[config.mk]
export PLATFORM = sky130hd
export DESIGN_NAME = reorder_buffer
export DESIGN_NICKNAME = d
export VERILOG_FILES = /design/src/rtl/reorder_buffer.sv
export SDC_FILE = /design/constraint.sdc
export NUM_CORES = 2
export LEC_CHECK = 0
export CAP_MARGIN = 20
export CORE_MARGIN = 4
export CORE_UTILIZATION = 57
export DETAILED_ROUTE_END_ITERATION = 8
export PLACE_DENSITY_LB_ADDON = 0.3
export SLEW_MARGIN = 40
export SYNTH_ARGS = -nofsm -noshare
export SYNTH_HDL_FRONTEND = slang
export SYNTH_SLANG_ARGS = --single-unit
[constraint.sdc]
create_clock -name clk_in -period 49.5 [get_ports clk_in]
set_clock_uncertainty 0.15 [all_clocks]
set_input_delay 4.95 -clock clk_in [delete_from_list [all_inputs] [get_ports clk_in]]
set_output_delay 4.95 -clock clk_in [all_outputs]
set_load 0.03 [all_outputs]
[src/rtl/reorder_buffer.sv]
// 15-entry circular reorder buffer: in-order retire, CDB writeback, operand lookup, mispredict flush.
// Optional ROB_CDB_BYPASS_EN: operand lookups also see same-cycle CDB broadcasts.
module reorder_buffer (
  input  logic        clk_in,
  input  logic        rst_in,
  input  logic        alloc_valid,
  input  logic [1:0]  alloc_type,
  input  logic [4:0]  alloc_rd,
  input  logic        alloc_pred_taken,
  input  logic [31:0] alloc_alt_pc,
  output logic [3:0]  alloc_id,
  output logic        rob_full,
  input  logic [3:0]  cdb_alu_rob_id,
  input  logic [31:0] cdb_alu_value,
  input  logic [3:0]  cdb_mem_rob_id,
  input  logic [31:0] cdb_mem_value,
  input  logic [3:0]  query_j_id,
  input  logic [3:0]  query_k_id,
  output logic        query_j_ready,
  output logic [31:0] query_j_value,
  output logic        query_k_ready,
  output logic [31:0] query_k_value,
  output logic        commit_valid,
  output logic [3:0]  commit_rob_id,
  output logic [4:0]  commit_rd,
  output logic        commit_we,
  output logic [31:0] commit_value,
  output logic        commit_store,
  output logic        flush_out,
  output logic [31:0] flush_pc
);
  localparam logic [1:0] T_REG    = 2'b00;
  localparam logic [1:0] T_BRANCH = 2'b01;
  localparam logic [1:0] T_STORE  = 2'b10;

  // Entry 0 exists only so 4-bit IDs index directly; it is never allocated.
  logic [15:0] busy_q, busy_d, ready_q, ready_d, pred_q, pred_d;
  logic [1:0]  type_q  [16];
  logic [1:0]  type_d  [16];
  logic [4:0]  rd_q    [16];
  logic [4:0]  rd_d    [16];
  logic [31:0] value_q [16];
  logic [31:0] value_d [16];
  logic [31:0] alt_q   [16];
  logic [31:0] alt_d   [16];
  logic [3:0]  head_q, head_d, tail_q, tail_d, count_q, count_d;
  logic        commit_valid_q, commit_valid_d, commit_we_q, commit_we_d;
  logic        commit_store_q, commit_store_d, flush_q, flush_d;
  logic [3:0]  commit_id_q, commit_id_d;
  logic [4:0]  commit_rd_q, commit_rd_d;
  logic [31:0] commit_value_q, commit_value_d, flush_pc_q, flush_pc_d;
  logic        alloc_fire, retire_fire, mispredict;

  function automatic logic [3:0] ptr_inc(input logic [3:0] p);
    return (p == 4'd15) ? 4'd1 : p + 4'd1;
  endfunction

  assign rob_full = (count_q == 4'd15);
  assign alloc_id = tail_q;

  always_comb begin
    alloc_fire  = alloc_valid && !rob_full;
    retire_fire = busy_q[head_q] && ready_q[head_q];
    mispredict  = retire_fire && (type_q[head_q] == T_BRANCH) &&
                  (value_q[head_q][0] != pred_q[head_q]);

    busy_d  = busy_q;
    ready_d = ready_q;
    pred_d  = pred_q;
    type_d  = type_q;
    rd_d    = rd_q;
    value_d = value_q;
    alt_d   = alt_q;
    for (int i = 1; i < 16; i++) begin
      // The tail slot is free when allocating, so a CDB hit on it is ignored by the busy test.
      if (alloc_fire && tail_q == 4'(i)) begin
        busy_d[i]  = 1'b1;
        ready_d[i] = (alloc_type == T_STORE);
        type_d[i]  = (alloc_type == 2'b11) ? T_REG : alloc_type;
        rd_d[i]    = alloc_rd;
        value_d[i] = 32'd0;
        pred_d[i]  = alloc_pred_taken;
        alt_d[i]   = alloc_alt_pc;
      end else if (busy_q[i] && cdb_alu_rob_id == 4'(i)) begin
        ready_d[i] = 1'b1;
        value_d[i] = cdb_alu_value;
      end else if (busy_q[i] && cdb_mem_rob_id == 4'(i)) begin
        ready_d[i] = 1'b1;
        value_d[i] = cdb_mem_value;
      end
      if ((retire_fire && head_q == 4'(i)) || mispredict) begin
        busy_d[i]  = 1'b0;
        ready_d[i] = 1'b0;
      end
    end

    head_d  = retire_fire ? ptr_inc(head_q) : head_q;
    tail_d  = alloc_fire ? ptr_inc(tail_q) : tail_q;
    count_d = count_q + 4'(alloc_fire) - 4'(retire_fire);
    if (mispredict) begin
      head_d  = 4'd1;
      tail_d  = 4'd1;
      count_d = 4'd0;
    end

    commit_valid_d = retire_fire;
    commit_id_d    = commit_id_q;
    commit_rd_d    = commit_rd_q;
    commit_value_d = commit_value_q;
    commit_we_d    = 1'b0;
    commit_store_d = 1'b0;
    if (retire_fire) begin
      commit_id_d    = head_q;
      commit_rd_d    = rd_q[head_q];
      commit_value_d = value_q[head_q];
      commit_we_d    = (type_q[head_q] == T_REG) && (rd_q[head_q] != 5'd0);
      commit_store_d = (type_q[head_q] == T_STORE);
    end
    flush_d    = mispredict;
    flush_pc_d = mispredict ? alt_q[head_q] : flush_pc_q;
  end

  always_ff @(posedge clk_in or posedge rst_in) begin
    if (rst_in) begin
      busy_q  <= '0;
      ready_q <= '0;
      pred_q  <= '0;
      for (int i = 0; i < 16; i++) begin
        type_q[i]  <= T_REG;
        rd_q[i]    <= 5'd0;
        value_q[i] <= 32'd0;
        alt_q[i]   <= 32'd0;
      end
      head_q         <= 4'd1;
      tail_q         <= 4'd1;
      count_q        <= 4'd0;
      commit_valid_q <= 1'b0;
      commit_we_q    <= 1'b0;
      commit_store_q <= 1'b0;
      commit_id_q    <= 4'd0;
      commit_rd_q    <= 5'd0;
      commit_value_q <= 32'd0;
      flush_q        <= 1'b0;
      flush_pc_q     <= 32'd0;
    end else begin
      busy_q         <= busy_d;
      ready_q        <= ready_d;
      pred_q         <= pred_d;
      type_q         <= type_d;
      rd_q           <= rd_d;
      value_q        <= value_d;
      alt_q          <= alt_d;
      head_q         <= head_d;
      tail_q         <= tail_d;
      count_q        <= count_d;
      commit_valid_q <= commit_valid_d;
      commit_we_q    <= commit_we_d;
      commit_store_q <= commit_store_d;
      commit_id_q    <= commit_id_d;
      commit_rd_q    <= commit_rd_d;
      commit_value_q <= commit_value_d;
      flush_q        <= flush_d;
      flush_pc_q     <= flush_pc_d;
    end
  end

  assign commit_valid  = commit_valid_q;
  assign commit_rob_id = commit_id_q;
  assign commit_rd     = commit_rd_q;
  assign commit_we     = commit_we_q;
  assign commit_value  = commit_value_q;
  assign commit_store  = commit_store_q;
  assign flush_out     = flush_q;
  assign flush_pc      = flush_pc_q;

  // Returns {ready, value}; value is forced to 0 whenever ready is 0.
  function automatic logic [32:0] lookup(input logic [3:0] id);
    logic [32:0] r;
    r = 33'd0;
    if (id != 4'd0 && busy_q[id]) begin
      if (ready_q[id]) r = {1'b1, value_q[id]};
`ifdef ROB_CDB_BYPASS_EN
      if (cdb_alu_rob_id == id)      r = {1'b1, cdb_alu_value};
      else if (cdb_mem_rob_id == id) r = {1'b1, cdb_mem_value};
`endif
    end
    return r;
  endfunction

  always_comb begin
    {query_j_ready, query_j_value} = lookup(query_j_id);
    {query_k_ready, query_k_value} = lookup(query_k_id);
  end
endmodule

==> reports/qor.csv <==
stage;metric;value;unit
timing;slew_viol_final;0;
floorplan;num_rows;126;
critical_path;ff2ff_path_depth;10;
clocking;h-tree-depth;4;
route;wl_per_cell;30.42;um
min_path;hold_path_class;reg -> reg;
synthesis;synth_edf_count;0;
floorplan;dieArea;124200;um2
critical_path;r2r_end;flush_pc[22];
grt;antenna_found_initial;21;
clocking;cts_buffer_depth;3;
critical_path;arrival;8.89;ns
timing;relSlewSlack;37.11;%
route;drtIter0Drc;8277;
critical_path;crit_type;in -> out;
clocking;clkTransAtPathRegs;0.06;ns
clocking;cts_setup_buffers;0;
power;intPower;2.703;mW
timing;period_share;28.26;%
route;vias_per_cell;7.005;
critical_path;end_kind;output port;
clocking;clock_sinks;1199;
placed_design;place_congestion;0.8982;
layout;drive_gt1_share;17.21;%
clocking;ctsResizeCount;0;
critical_path;slowest_stage;clkdlybuf4s50_1;
floorplan;die_width;352.4;um
power;power.density;53.78;nW/um2
power;power;4.155;mW
synthesis;synthFlopType;dfrtp_1;
power;p_sw_share;34.96;%
grt;grt_use_total;39.02;%
route;drt-total-wl;244.0;mm
timing;finalSetupViolations;0;
grt;grt_pass1_vias;56963;
run_status;outcome;finished, final reports clean;
timing;final_hold_viol_count;0;
route;drc;0;
synthesis;ys_seq_area_share;44.38;%
critical_path;crit_top_cell;buf_4;
clocking;cts_tree;yes;
clocking;holdBufCountCts;0;
route;vias;56187;
floorplan;ios;271;
power;power_switching;1.453;mW
synthesis;synthCells;6439;
floorplan;start_util;57.34;%
timing;rsz0062_at_grt;no;
critical_path;slowest_delay;0.77;ns
timing;finalSetupTns;0;ns
critical_path;worst-r2r-setup-slack;44.06;ns
timing;layout_min_cycle_time;13.99;ns
placed_design;io_buffers;270;
power;peakVddDrop;0.00004418;V
synthesis;synth-seq-cells;1199;
critical_path;cp-start-kind;input port;
synthesis;synth-async-reset-ratio;100.0;%
grt;grt_pass1_wl;364.7;mm
grt;grt-ovfl-total;0;
power;clkPwrFrac;24.9;%
route;first_pass_iters;8;
timing;hold_ws;0.3217;ns
timing;tightest_slew;0.9433;ns
synthesis;syn_avg_cell_area;10.50;um2
clocking;clock_latency;0.79;ns
synthesis;yosys_warnings;0;
power;p_leak;36.73;nW
critical_path;worst-path-max-fanout;73;
layout;area_delta_synth_final;14.28;%
power;combPwrFrac;32.0;%
critical_path;reg2reg_from;head_q[0];
floorplan;fp.coreArea;117900;um2
layout;fin_nets;6500;
clocking;root_buffer;clkbuf_16;
critical_path;required;44.40;ns
synthesis;syn-cell-area;67610;um2
synthesis;synth.distinct_cells;58;
synthesis;synth_fp_nets;6576;
floorplan;die_h;352.4;um
clocking;numCtsBuffers;134;
critical_path;startpoint;query_k_id[2];
placed_design;dp_hpwl;138.7;mm
route;ant_nets;0;
job;cap_violations;0;
timing;max_freq;71.48;MHz
power;power_frac_seq;43.1;%
critical_path;endpoint;query_k_value[30];
critical_path;path_cells;buf_6, buf_4, mux4_2, mux2i_1, a21oi_4, buf_4, nor2b_1, clkdlybuf4s50_1;
grt;grt_max_degree;146;
==> power by group through the flow <==
stage | clock [mW] | sequential (mW) | combinational [mW]
floorplan | 0 | 1.65 | 0.987
CTS | 1.04 | 1.76 | 1.31
global route | 1.08 | 1.83 | 1.44
global placement | 0 | 1.75 | 1.23
detailed placement | 0 | 1.77 | 1.30
finish | 1.03 | 1.79 | 1.33
==> synthesized netlist by cell type (3+ instances only) <==
master / instances / area, um2
nand4_1: 4 / 25.02
a311oi_1: 3 / 26.28
nand2b_1: 5 / 31.28
and3_1: 14 / 87.58
o21a_1: 14 / 105.1
o21ai_0: 103 / 515.5
nor3_1: 5 / 25.02
buf_6: 9 / 101.4
clkbuf_1: 519 / 1948
a211oi_1: 352 / 2643
buf_1: 62 / 232.7
o31ai_1: 143 / 1074
nand3_1: 47 / 235.2
dfrtp_1: 1197 / 29950
a22o_1: 64 / 560.5
buf_2: 39 / 195.2
mux4_2: 545 / 12270
mux2_1: 6 / 67.56
a21o_1: 4 / 30.03
o311a_1: 14 / 140.1
and2_1: 16 / 100.1
xnor2_1: 4 / 35.03
nand2_1: 1938 / 7274
mux2i_1: 559 / 5595
ha_1: 13 / 162.7
inv_2: 3 / 11.26
a21oi_1: 12 / 60.06
o2bb2ai_1: 4 / 35.03
mux2_2: 108 / 1216
nor2b_1: 78 / 488.0
nor2_1: 500 / 1877
inv_1: 14 / 52.55
mux2_4: 7 / 105.1
==> routing by layer <==
layer | share of wire [%] | global-route usage, %
met1 | 35 | 49.23
met2 | 45 | 58.65
met3 | 14 | 13.93
met4 | 6.5 | 22.52
met5 | 0.066 | 0
==> worst min path at each step <==
stage	slack [ns]	endpoint	from	cells after the start
after floorplan	0.29	alt_q[32]	alt_q[32]	2
after global placement	0.30	alt_q[307]	alt_q[307]	2
after detailed placement	0.31	alt_q[177]	alt_q[177]	2
after CTS	0.32	alt_q[177]	alt_q[177]	2
after global routing	0.34	alt_q[293]	alt_q[293]	2
final	0.32	rd_q[0]	rd_q[0]	2
==> cells by family (layout without fill, tap and decap cells) <==
family                   Yosys count  count (layout)  synth area share, %
buffers and inverters            650             680                3.794
other                              0              16                    0
multiplexers                    1225            1225                28.48
XOR/XNOR                           5               5              0.06477
AO/OA/AOI/OAI                    733             733                7.939
adder cells (fa/ha/maj)           14              14               0.2702
flip-flops                      1199            1199                44.38
AND/OR/NAND/NOR                 2613            2613                15.07
==> worst max-delay path: cells and delay by family <==
family | cells | cell delay [ns]
buffers and inverters | 4 | 2.44
multiplexers | 2 | 0.90
AND/OR/NAND/NOR | 1 | 0.46
AO/OA/AOI/OAI | 1 | 0.08
==> registers in the layout (all words and copies together), names as in the netlist <==
signal and count:
alt_q 480, value_q 480, rd_q 75, commit_value 32
flush_pc 32, type_q 30, busy_q 15, pred_q 15
ready_q 15, commit_rd 5, alloc_id 4, commit_rob_id 4
count_q 4, head_q 4, commit_store 1, commit_valid 1
commit_we 1, flush_out 1
==> through the flow <==
step                utilization [%]  instance area (um2)  cells  worst slack (ns)
floorplan                         -                67610   6439             10.63
global placement              60.23                71020   7694             35.77
detailed placement            61.51                72540   7758             35.60
CTS                           65.36                77070   8000             35.59
global route                  65.50                77240   8011             35.48
finish                        65.53                77270   8021             35.51
==> cell type report <==
class	count	area [um2]
inverters	18	91.34
fillers	8762	40650
multi-input cells	4590	35610
well taps	1536	1922
clock buffers	204	4095
diodes	16	40.04
repair buffers	420	5055
clock inverters	38	436.7
flip-flops and latches	1199	30020
==> placed cells by master (no fill, tap or decap), drive strengths merged, types with 13 or more instances in the layout <==
master         count
nand2           1938
dfrtp           1197
mux2i            559
mux4             545
nor2             500
a211oi           352
clkdlybuf4s50    262
clkbuf           206
buf              156
o31ai            143
mux2             121
o21ai            104
nor2b             78
a22o              64
nand3             47
clkinv            24
inv               22
diode             16
and2              16
o311a             14
o21a              14
and3              14
ha                13
No activity file was read; power rests on OpenSTA's default activity.
